$ cat src/rtl/if_stage.sv
// Instruction-fetch stage: owns the PC, issues ready-handshake fetches to
// instruction memory, and drives the IF/ID pipeline register. A one-entry
// skid buffer holds a response that lands while ID is stalled. Taken
// branches flush both the IF/ID register and the skid buffer.
module if_stage #(
  parameter logic [31:0] RESET_PC = 32'h0000_0000,
  parameter logic [31:0] PC_INC   = 32'd4
) (
  input  logic        clk,
  input  logic        reset,
  output logic        imem_req,
  output logic [31:0] imem_addr,
  input  logic        imem_ready,
  input  logic [31:0] imem_rdata,
  input  logic        stall,
  input  logic        branch_taken,
  input  logic [31:0] branch_target,
  output logic [31:0] id_instr,
  output logic [31:0] id_pc,
  output logic        id_valid
);

  localparam logic [1:0] S_BOOT  = 2'd0;
  localparam logic [1:0] S_FETCH = 2'd1;
  localparam logic [1:0] S_HOLD  = 2'd2;

  logic [1:0]  state_q, state_d;
  logic [31:0] pc_q, pc_d;
  logic [31:0] id_instr_q, id_instr_d;
  logic [31:0] id_pc_q, id_pc_d;
  logic        id_valid_q, id_valid_d;
  logic [31:0] buf_q, buf_d;
  logic [31:0] buf_pc_q, buf_pc_d;

  // Next-state logic: branch flush beats any memory response or stall.
  always_comb begin
    state_d    = state_q;
    pc_d       = pc_q;
    id_instr_d = id_instr_q;
    id_pc_d    = id_pc_q;
    id_valid_d = id_valid_q;
    buf_d      = buf_q;
    buf_pc_d   = buf_pc_q;

    if (state_q != S_BOOT && branch_taken) begin
      // Skid buffer contents become dead once we leave S_HOLD; no need to clear.
      pc_d       = branch_target;
      state_d    = S_FETCH;
      id_valid_d = 1'b0;
      id_instr_d = 32'h0;
    end else begin
      case (state_q)
        S_BOOT: begin
          state_d = S_FETCH;
        end
        S_FETCH: begin
          if (imem_ready) begin
            pc_d = pc_q + PC_INC;
            if (!stall) begin
              id_instr_d = imem_rdata;
              id_pc_d    = pc_q;
              id_valid_d = 1'b1;
            end else begin
              buf_d    = imem_rdata;
              buf_pc_d = pc_q;
              state_d  = S_HOLD;
            end
          end else if (!stall) begin
            // Memory wait state with ID free: present a bubble.
            id_valid_d = 1'b0;
            id_instr_d = 32'h0;
          end
        end
        S_HOLD: begin
          if (!stall) begin
            id_instr_d = buf_q;
            id_pc_d    = buf_pc_q;
            id_valid_d = 1'b1;
            state_d    = S_FETCH;
          end
        end
        default: begin
          state_d = S_FETCH;
        end
      endcase
    end
  end

  // State registers with synchronous active-high reset.
  always_ff @(posedge clk) begin
    if (reset) begin
      state_q    <= S_BOOT;
      pc_q       <= RESET_PC;
      id_instr_q <= 32'h0;
      id_pc_q    <= 32'h0;
      id_valid_q <= 1'b0;
      buf_q      <= 32'h0;
      buf_pc_q   <= 32'h0;
    end else begin
      state_q    <= state_d;
      pc_q       <= pc_d;
      id_instr_q <= id_instr_d;
      id_pc_q    <= id_pc_d;
      id_valid_q <= id_valid_d;
      buf_q      <= buf_d;
      buf_pc_q   <= buf_pc_d;
    end
  end

  // Outputs: request only while fetching; address is always the PC.
  always_comb begin
    imem_req  = (state_q == S_FETCH);
    imem_addr = pc_q;
    id_instr  = id_instr_q;
    id_pc     = id_pc_q;
    id_valid  = id_valid_q;
  end

endmodule

$ cat config.mk
export PLATFORM = sky130hd
export DESIGN_NAME = if_stage
export DESIGN_NICKNAME = d
export VERILOG_FILES = /design/src/rtl/if_stage.sv
export SDC_FILE = /design/constraint.sdc
export NUM_CORES = 1
export LEC_CHECK = 0
export BUFFER_PORTS_ARGS = -buffer_cell sky130_fd_sc_hd__clkbuf_2
export CAP_MARGIN = 30
export CORE_MARGIN = 2
export CORE_UTILIZATION = 54
export DETAILED_ROUTE_END_ITERATION = 8
export GPL_TIMING_DRIVEN = 0
export PLACE_DENSITY_LB_ADDON = 0.08
export RECOVER_POWER = 100
export SLEW_MARGIN = 10
export SYNTH_ARGS = -nofsm -noshare
export SYNTH_HDL_FRONTEND = slang
export SYNTH_SLANG_ARGS = --single-unit
$ cat constraint.sdc
create_clock -name clk -period 2.3 [get_ports clk]
set_input_delay 0.46 -clock clk [delete_from_list [all_inputs] [get_ports clk]]
set_output_delay 0.46 -clock clk [all_outputs]
set_load 0.02 [all_outputs]
==> results.py, run 1 <==
metrics = {
    "critical_path": {
        "critPathLaunch": "state_q[1]",
        "worstSetupEndpointType": "flip-flop",
        "worstPathArrival_ps": 2520,
        "crit_path_top_delay_cell": "or4_1",
        "required_ps": 2640,
        "slowest_delay_ps": 480,
        "path_max_fanout": 10,
        "critPathLaunchType": "flip-flop",
        "crit_type": "reg -> reg",
        "timing.rr.start": "state_q[1]",
        "path_cells": "inv_1 -> ha_1 -> buf_2 -> and4_2 -> nand2_1 -> or4_1 -> a311oi_1",
    },
    "logic_synthesis": {
        "synthesis.nets": 968,
        "syn_inst": 895,
        "ys_seq_elements": 163,
        "synth.cell_area_mm2": 0.00712,
        "ys_seq_area_share_pct": 45.8,
        "synth_warnings": 0,
        "synth_edf_count": 0,
        "synth_top_flop_cell": "dfxtp_1",
        "async_reset_ff_share_pct": 0,
        "synth_cell_type_count": 40,
        "avgSynthCellArea_um2": 7.96,
    },
    "detailed_routing": {
        "wl_per_cell_um": 16.1,
        "drtAntennaViolNets": 0,
        "drt_wl_total_um": 20400,
        "vias": 7111,
        "vias_per_cell": 5.63,
        "drtIter0Drc": 572,
        "drcViolationCount": 0,
        "firstDrtPassIters": 5,
    },
    "timing": {
        "finClkSkew_ps": 4.78,
        "setup_viol_count_final": 0,
        "max_slew_margin_pct": 46.4,
        "rsz0062_at_grt": "false",
        "holdWs_ps": 258,
        "max_freq_mhz": 458,
        "tightest_slew_ps": 804,
        "drv_slew": 0,
        "min_period_over_period_pct": 94.8,
        "hold_viol": 0,
        "fin_crit_ps": 2180,
        "fin_ws_ps": 119,
    },
    "layout": {
        "finalNonFillerCells": 1263,
        "nets": 1151,
        "nFillCells": 1183,
        "antenna_cells": 0,
        "final_common_cell": "nand2_1",
        "drive_gt1_share_pct": 12.6,
        "final_util_pct": 68.5,
        "final_cell_mix": "nand2_1 (178), dfxtp_1 (163), clkbuf_1 (145), nor2_1 (130), a21oi_1 (103)",
        "area_growth_pct": 22.9,
    },
    "clock_tree": {
        "clockBufferDepth": 2,
        "numCtsBuffers": 17,
        "clkTransAtPathRegs_ps": 60,
        "insertion_delay_ps": 430,
        "h-tree-depth": 4,
        "cts_tree": "done",
        "clkSinkCount": 163,
        "cts_root_buffer": "clkbuf_16",
    },
    "floorplan": {
        "die_x_um": 119,
        "die_area_mm2": 0.0141,
        "rows": 41,
        "io_pins": 167,
        "die_y_um": 119,
        "core-area_mm2": 0.0128,
        "start_util_pct": 55.8,
    },
    "power": {
        "power_density_mw_per_mm2": 844,
        "power_mw": 7.39,
        "ir_drop_mv": 0.505,
        "p_leak_nw": 3.10,
    },
    "place": {
        "gp_congestion": 0.899,
        "io_buffer_count": 165,
        "place_inst": 1232,
        "dpl.hpwl_um": 14500,
        "place_ws_ps": -326,
    },
    "global_routing": {
        "grt_max_degree": 17,
        "grt_antenna_before_repair": 0,
        "grt_pass1_vias": 6439,
        "globalRoute.totalOverflow": 0,
        "grt_pass1_wl_um": 32700,
        "track_usage_pct": 28.8,
    },
    "min_path": {
        "min_from": "branch_target[1]",
        "hold_path.class": "in -> reg",
    },
    "outcome": {
        "status": "complete, no violations",
    },
    "flow_run": {
        "drv_cap": 0,
    },
}
## worst max-delay path: cells and delay by family (launching register included)
kind                       cells  cell delay (ps)
AOI/OAI and AO/OA              1              250
and+or+nand+nor                3             1030
DFF                            1              330
adders and majority gates      1              190
buffers and inverters          2              300
## worst paths after layout
check,endpoint,slack [ps],cells after the start
worst min-delay path,imem_addr[1],260,3
worst max-delay path,imem_addr[29],120,7
worst max register to register,imem_addr[29],120,7
worst min register to register,buf_pc_q[26],450,2
## registers in the layout, indices dropped and copies added (netlist names)
register   count
buf_pc_q      32
buf_q         32
id_instr      32
id_pc         32
id_valid       1
imem_addr     32
state_q        2
## metrics by stage
stage	area, um2	TNS, ps
2_1_floorplan	7120	0
3_3_place_gp	8160	-10860
3_5_place_dp	8160	-13310
4_1_cts	8860	0
5_1_grt	8760	0
6_report	8760	0
## cells in the mapped netlist (2+ instances only)
library cell	number	area share, %
a211oi_1	80	8.4
a21o_1	2	0.21
a21oi_1	103	7.2
a311oi_1	12	1.5
and2_1	4	0.35
and3_1	3	0.26
and4_1	6	0.74
buf_1	10	0.53
buf_2	5	0.35
buf_6	2	0.32
clkbuf_1	60	3.2
dfxtp_1	163	46
ha_1	4	0.70
inv_1	4	0.21
mux2i_1	32	4.5
nand2_1	179	9.4
nand2b_1	4	0.35
nand3_1	16	1.1
nand4_1	9	0.79
nand4b_1	2	0.25
nor2_1	131	6.9
nor3_1	4	0.28
nor3b_1	4	0.42
nor4_1	9	0.79
o21ai_0	6	0.42
o31a_1	2	0.25
o31ai_1	6	0.63
or3_1	4	0.35
or4_1	7	0.74
xnor2_1	7	0.86
xor2_1	6	0.74
## cell type report
| type | instances | area, um2 | area share (%) |
|---|---|---|---|
| well taps | 172 | 215 | 2.46 |
| clock buffers | 24 | 482 | 5.50 |
| clock inverters | 8 | 173 | 1.97 |
| multi-input cells | 651 | 3560 | 40.7 |
| inverters | 4 | 15.0 | 0.171 |
| flip-flops and latches | 163 | 3260 | 37.3 |
| plain buffers | 73 | 322 | 3.67 |
| repair buffers | 168 | 722 | 8.25 |
## report_power, final
part	internal, mW	total (mW)	switching, mW
Sequential	3.01	3.17	0.163
Combinational	0.349	1.07	0.721
Clock	2.02	3.15	1.13
Total	5.37	7.39	2.02
## metal layers
| layer | GRT usage (%) | vias to the layer above | routed length [um] |
|---|---|---|---|
| met3 | 4.93 | 38 | 1170 |
| met2 | 47.4 | 239 | 9720 |
| met4 | 10.4 | 0 | 454 |
| met1 | 38.0 | 3337 | 9060 |
| met5 | 0 | - | 0 |
| li1 | - | 3497 | - |
## what timing repair did
item,CTS,global route
resized for setup,9,30
hold buffers,0,0
pin swaps,1,0
setup buffers,3,0
setup endpoints to repair,105,131
## kinds of logic (layout without fill, tap and decap cells)
| kind of cell | count (synthesis) | count (layout) | synth area share, % |
|---|---|---|---|
| flops | 163 | 163 | 45.8 |
| fa+ha+maj | 4 | 4 | 0.703 |
| compound gates | 213 | 213 | 19.0 |
| xor+xnor | 13 | 13 | 1.60 |
| simple gates | 389 | 389 | 23.9 |
| buf+inv | 81 | 277 | 4.57 |
| mux | 32 | 32 | 4.50 |
Note: power is estimated with default switching activity, not from simulation.
==> run 2, diff against run 1 <==
--- a/config.mk
+++ b/config.mk
@@ -7,8 +7,10 @@
 export LEC_CHECK = 0
 export BUFFER_PORTS_ARGS = -buffer_cell sky130_fd_sc_hd__clkbuf_2
 export CAP_MARGIN = 30
+export CELL_PAD_IN_SITES_DETAIL_PLACEMENT = 0
+export CELL_PAD_IN_SITES_GLOBAL_PLACEMENT = 1
 export CORE_MARGIN = 2
-export CORE_UTILIZATION = 54
+export CORE_UTILIZATION = 39
 export DETAILED_ROUTE_END_ITERATION = 8
 export GPL_TIMING_DRIVEN = 0
 export PLACE_DENSITY_LB_ADDON = 0.08
==> run 2 against run 1 <==
Net effect:
- power down 2.7%
- combinational power hardly changed
- final area up 0.29%
- critical path type unchanged
- highest routed layer unchanged
==> results.py, run 2 (synthesis results as in run 1) <==
metrics = {
    "outcome": {
        "status": "complete, no violations",
    },
    "layout": {
        "final_common_cell": "nand2_1",
        "final_util_pct": 48.9,
        "finalNonFillerCells": 1319,
        "final_cell_area_mm2": 0.00878,
        "area_growth_pct": 23.3,
        "drive_gt1_share_pct": 13.3,
        "final_cell_mix": "nand2_1 (178), dfxtp_1 (163), clkbuf_1 (139), nor2_1 (130), a21oi_1 (103)",
        "nets": 1150,
        "antenna_cells": 0,
        "nFillCells": 1909,
    },
    "timing": {
        "finClkSkew_ps": 8.76,
        "tightest_slew_ps": 770,
        "hold_viol": 0,
        "min_period_over_period_pct": 94.9,
        "rsz0062_at_grt": "false",
        "fin_crit_ps": 2180,
        "fin_ws_ps": 118,
        "drv_slew": 0,
        "max_slew_margin_pct": 48.7,
        "max_freq_mhz": 458,
        "setup_viol_count_final": 0,
    },
    "detailed_routing": {
        "drtIter0Drc": 350,
        "drcViolationCount": 0,
        "firstDrtPassIters": 5,
        "vias_per_cell": 5.20,
        "wl_per_cell_um": 16.9,
        "drtAntennaViolNets": 0,
        "vias": 6862,
        "drt_wl_total_um": 22300,
    },
    "global_routing": {
        "grt_antenna_before_repair": 0,
        "grt_max_degree": 17,
        "track_usage_pct": 22.9,
        "grt_pass1_vias": 6524,
        "grt_pass1_wl_um": 35300,
        "globalRoute.totalOverflow": 0,
    },
    "power": {
        "ir_drop_mv": 0.548,
        "power_density_mw_per_mm2": 819,
        "power_mw": 7.19,
        "p_leak_nw": 3.07,
    },
    "critical_path": {
        "critPathLaunchType": "flip-flop",
        "r2r_slack_ps": 120,
        "worstPathArrival_ps": 2470,
        "required_ps": 2590,
        "path_max_fanout": 10,
        "crit_type": "reg -> reg",
        "worstSetupEndpointType": "flip-flop",
        "slowest_delay_ps": 630,
        "crit_path_frequent_cell": "clkbuf_1",
        "crit_path_top_delay_cell": "clkbuf_1",
        "path_cells": "inv_1 -> ha_1 -> clkbuf_1 -> clkbuf_1 -> mux2i_1 -> a211oi_1",
    },
    "place": {
        "gp_congestion": 0.838,
        "dpl.hpwl_um": 16200,
        "place_inst": 1289,
        "place_ws_ps": -477,
        "dpl-instance-area_mm2": 0.00824,
        "io_buffer_count": 165,
    },
    "clock_tree": {
        "insertion_delay_ps": 430,
        "cts_tree": "done",
        "cts_root_buffer": "clkbuf_16",
        "h-tree-depth": 4,
        "numCtsBuffers": 17,
        "hold_buffers": 0,
        "clockBufferDepth": 2,
        "clkTransAtPathRegs_ps": 70,
        "clkSinkCount": 163,
    },
    "floorplan": {
        "die_y_um": 139,
        "rows": 49,
        "start_util_pct": 39.7,
        "die_x_um": 139,
        "die_area_mm2": 0.0194,
        "io_pins": 167,
        "core-area_mm2": 0.0180,
    },
    "flow_run": {
        "drv_cap": 0,
    },
    "min_path": {
        "hold_path.class": "in -> reg",
    },
}
[run 2: report_power, final]
group	internal, mW	switching, mW
Clock	1.68	1.27
Combinational	0.351	0.729
Sequential	3.00	0.166
Total	5.03	2.16
[run 2: layout make-up]
class,instances,area (um2),share of cell area (%)
tap,229,287,3.26
timing repair buffer,168,723,8.24
clock inverter,13,149,1.70
inverter,4,15.0,0.171
buffer,72,318,3.62
clock buffer,19,453,5.16
sequential,163,3260,37.2
multi-input combinational,651,3570,40.7
[run 2: per-layer routing]
metal	up-vias	global-route usage (%)	routed length (um)
li1	3496	-	-
met1	3170	31.3	10500
met3	20	4.01	1020
met5	-	0	0
met4	0	7.60	350
met2	176	36.7	10400
[run 2: worst paths after layout]
| kind | start | end | depth (start not counted) |
|---|---|---|---|
| worst min register to register | buf_pc_q[27] | buf_pc_q[27] | 2 |
| worst max-delay path | state_q[0] | id_pc[30] | 6 |
| worst max register to register | state_q[0] | id_pc[30] | 6 |
| worst min-delay path | branch_target[1] | imem_addr[1] | 3 |
[run 2: per-stage QoR]
stage | hold slack (ps) | TNS, ps
final | 263 | 0
after global routing | 266 | 0
after CTS | 250 | 0
after detailed placement | 446 | -29610
after global placement | 441 | -29190
after floorplan | 436 | 0
[run 2: repair_timing]
action,CTS,global route
pin swaps,1,0
setup endpoints to repair,126,135
endpoints found under the hold margin,0,0
resized for setup,7,40
cloned,0,0
setup buffers,3,0
[run 2: worst max-delay path, delay by kind of cell, from the launching register on]
| family | cells | cell delay [ps] |
|---|---|---|
| AO/OA/AOI/OAI | 1 | 120 |
| adder cells (fa/ha/maj) | 1 | 170 |
| buffers and inverters | 3 | 1040 |
| flip-flops | 1 | 320 |
| multiplexers | 1 | 390 |
==> run 3, diff against run 2 <==
--- a/config.mk
+++ b/config.mk
@@ -13,7 +13,7 @@
 export CORE_UTILIZATION = 39
 export DETAILED_ROUTE_END_ITERATION = 8
 export GPL_TIMING_DRIVEN = 0
-export PLACE_DENSITY_LB_ADDON = 0.08
+export PLACE_DENSITY = 0.85
 export RECOVER_POWER = 100
 export SLEW_MARGIN = 10
 export SYNTH_ARGS = -nofsm -noshare
==> run 3 against run 2 <==
Net effect:
- clock-buffer cell count is the same
- global-route usage down 0.24 points
- wire length decreased by 0.78%
- largest power group unchanged
- clock skew shrank 2.0 ps
- critical path depth is 1 higher
- final cell count unchanged
- power shrank 0.24%
- register-to-register slack got worse by 60 ps
==> results.py, run 3 (synthesis results as in run 1) <==
metrics = {
    "floorplan": {
        "die_x_um": 139,
        "io_pins": 167,
        "die_y_um": 139,
        "die_area_mm2": 0.0194,
        "rows": 49,
        "core-area_mm2": 0.0180,
        "start_util_pct": 39.7,
    },
    "timing": {
        "finClkSkew_ps": 6.78,
        "fin_crit_ps": 2240,
        "hold_viol": 0,
        "holdWs_ps": 254,
        "rsz0062_at_grt": "false",
        "drv_slew": 0,
        "max_slew_margin_pct": 53.6,
        "fin_ws_ps": 58.1,
        "setup_viol_count_final": 0,
        "max_freq_mhz": 446,
        "min_period_over_period_pct": 97.5,
        "fin_tns_setup_ps": 0,
        "tightest_slew_ps": 696,
    },
    "detailed_routing": {
        "drt_wl_total_um": 22100,
        "drtAntennaViolNets": 0,
        "vias": 7031,
        "firstDrtPassIters": 5,
        "wl_per_cell_um": 16.8,
        "drcViolationCount": 0,
        "drtIter0Drc": 470,
        "vias_per_cell": 5.33,
    },
    "clock_tree": {
        "clkTransAtPathRegs_ps": 70,
        "clockBufferDepth": 2,
        "numCtsBuffers": 17,
        "clkSinkCount": 163,
        "cts_tree": "done",
        "hold_buffers": 0,
        "cts_root_buffer": "clkbuf_16",
        "h-tree-depth": 4,
        "insertion_delay_ps": 430,
    },
    "place": {
        "place_inst": 1289,
        "dpl.hpwl_um": 15800,
        "place_ws_ps": -331,
        "io_buffer_count": 165,
        "gp_congestion": 0.824,
    },
    "power": {
        "p_leak_nw": 3.09,
        "power_density_mw_per_mm2": 818,
        "p_int_mw": 5.01,
        "p_sw_share_pct": 30.2,
        "p_switching_mw": 2.17,
        "pwr-share-clk_pct": 40.6,
        "p_comb_share_pct": 15.2,
        "ir_drop_mv": 0.575,
        "seq_power_share_pct": 44.2,
    },
    "critical_path": {
        "worstSetupEndpointType": "flip-flop",
        "worstPathArrival_ps": 2580,
        "critPathLaunchType": "flip-flop",
        "required_ps": 2640,
        "crit_type": "reg -> reg",
        "r2r_slack_ps": 60,
        "path_max_fanout": 10,
    },
    "layout": {
        "drive_gt1_share_pct": 13.3,
        "final_common_cell": "nand2_1",
        "area_growth_pct": 23.2,
        "antenna_cells": 0,
        "finalNonFillerCells": 1319,
        "nets": 1150,
        "final_cell_mix": "nand2_1 (178), dfxtp_1 (163), clkbuf_1 (137), nor2_1 (130), a21oi_1 (103)",
    },
    "global_routing": {
        "grt_pass1_vias": 6425,
        "grt_antenna_before_repair": 0,
        "grt_pass1_wl_um": 34800,
        "grt_max_degree": 17,
        "globalRoute.totalOverflow": 0,
        "track_usage_pct": 22.6,
    },
    "outcome": {
        "status": "complete, no violations",
    },
    "flow_run": {
        "drv_cap": 0,
    },
    "min_path": {
        "hold_path.class": "in -> reg",
    },
}
[run 3: worst paths after layout]
path / cells past startpoint / from / endpoint
worst max-delay path: 7 / state_q[1] / imem_addr[26]
worst min-delay path: 3 / branch_target[0] / imem_addr[0]
worst max register to register: 7 / state_q[1] / imem_addr[26]
worst min register to register: 2 / buf_pc_q[25] / buf_pc_q[25]
[run 3: final cells by class]
type | count | area (um2)
tap | 229 | 287
clock inverter | 13 | 150
clock buffer | 19 | 443
sequential | 163 | 3260
inverter | 4 | 15.0
multi-input combinational | 651 | 3570
fill | 1852 | 9190
buffer | 73 | 332
timing repair buffer | 167 | 718
[run 3: worst max-delay path, stage by stage (launching register included)]
cell	delay (ps)
dfxtp_1	330
inv_1	80
ha_1	240
buf_2	230
nand3_1	250
or4_1	510
o31a_1	270
nor4_1	240
[run 3: routing by layer]
layer | up-vias | routed length (um) | GRT usage (%)
met4 | 0 | 446 | 6.17
met5 | - | 0 | 0
li1 | 3484 | - | -
met3 | 34 | 1370 | 5.08
met1 | 3270 | 10200 | 31.6
met2 | 243 | 10100 | 35.3
[run 3: what timing repair did]
item                                    CTS  global route
endpoints found under the setup margin  119           140
pin swaps                                 1             0
gates resized for setup                  10            44
buffers inserted                          2             0
[run 3: metrics by stage]
step / utilization, % / cell area (um2) / total power [mW]
final: 48.8 / 8770 / 7.18
after global routing: 48.8 / 8770 / 7.47
after CTS: 49.3 / 8860 / 7.24
after detailed placement: 45.8 / 8240 / 4.35
after global placement: 45.8 / 8240 / 4.34
after floorplan: - / 7120 / 3.91
[run 3: power groups by stage]
stage / Sequential [mW] / Combinational, mW / Clock, mW
final: 3.17 / 1.09 / 2.91
after global routing: 3.20 / 1.20 / 3.07
after CTS: 3.17 / 1.12 / 2.94
after detailed placement: 3.24 / 1.11 / 0
after global placement: 3.23 / 1.11 / 0
after floorplan: 3.38 / 0.530 / 0
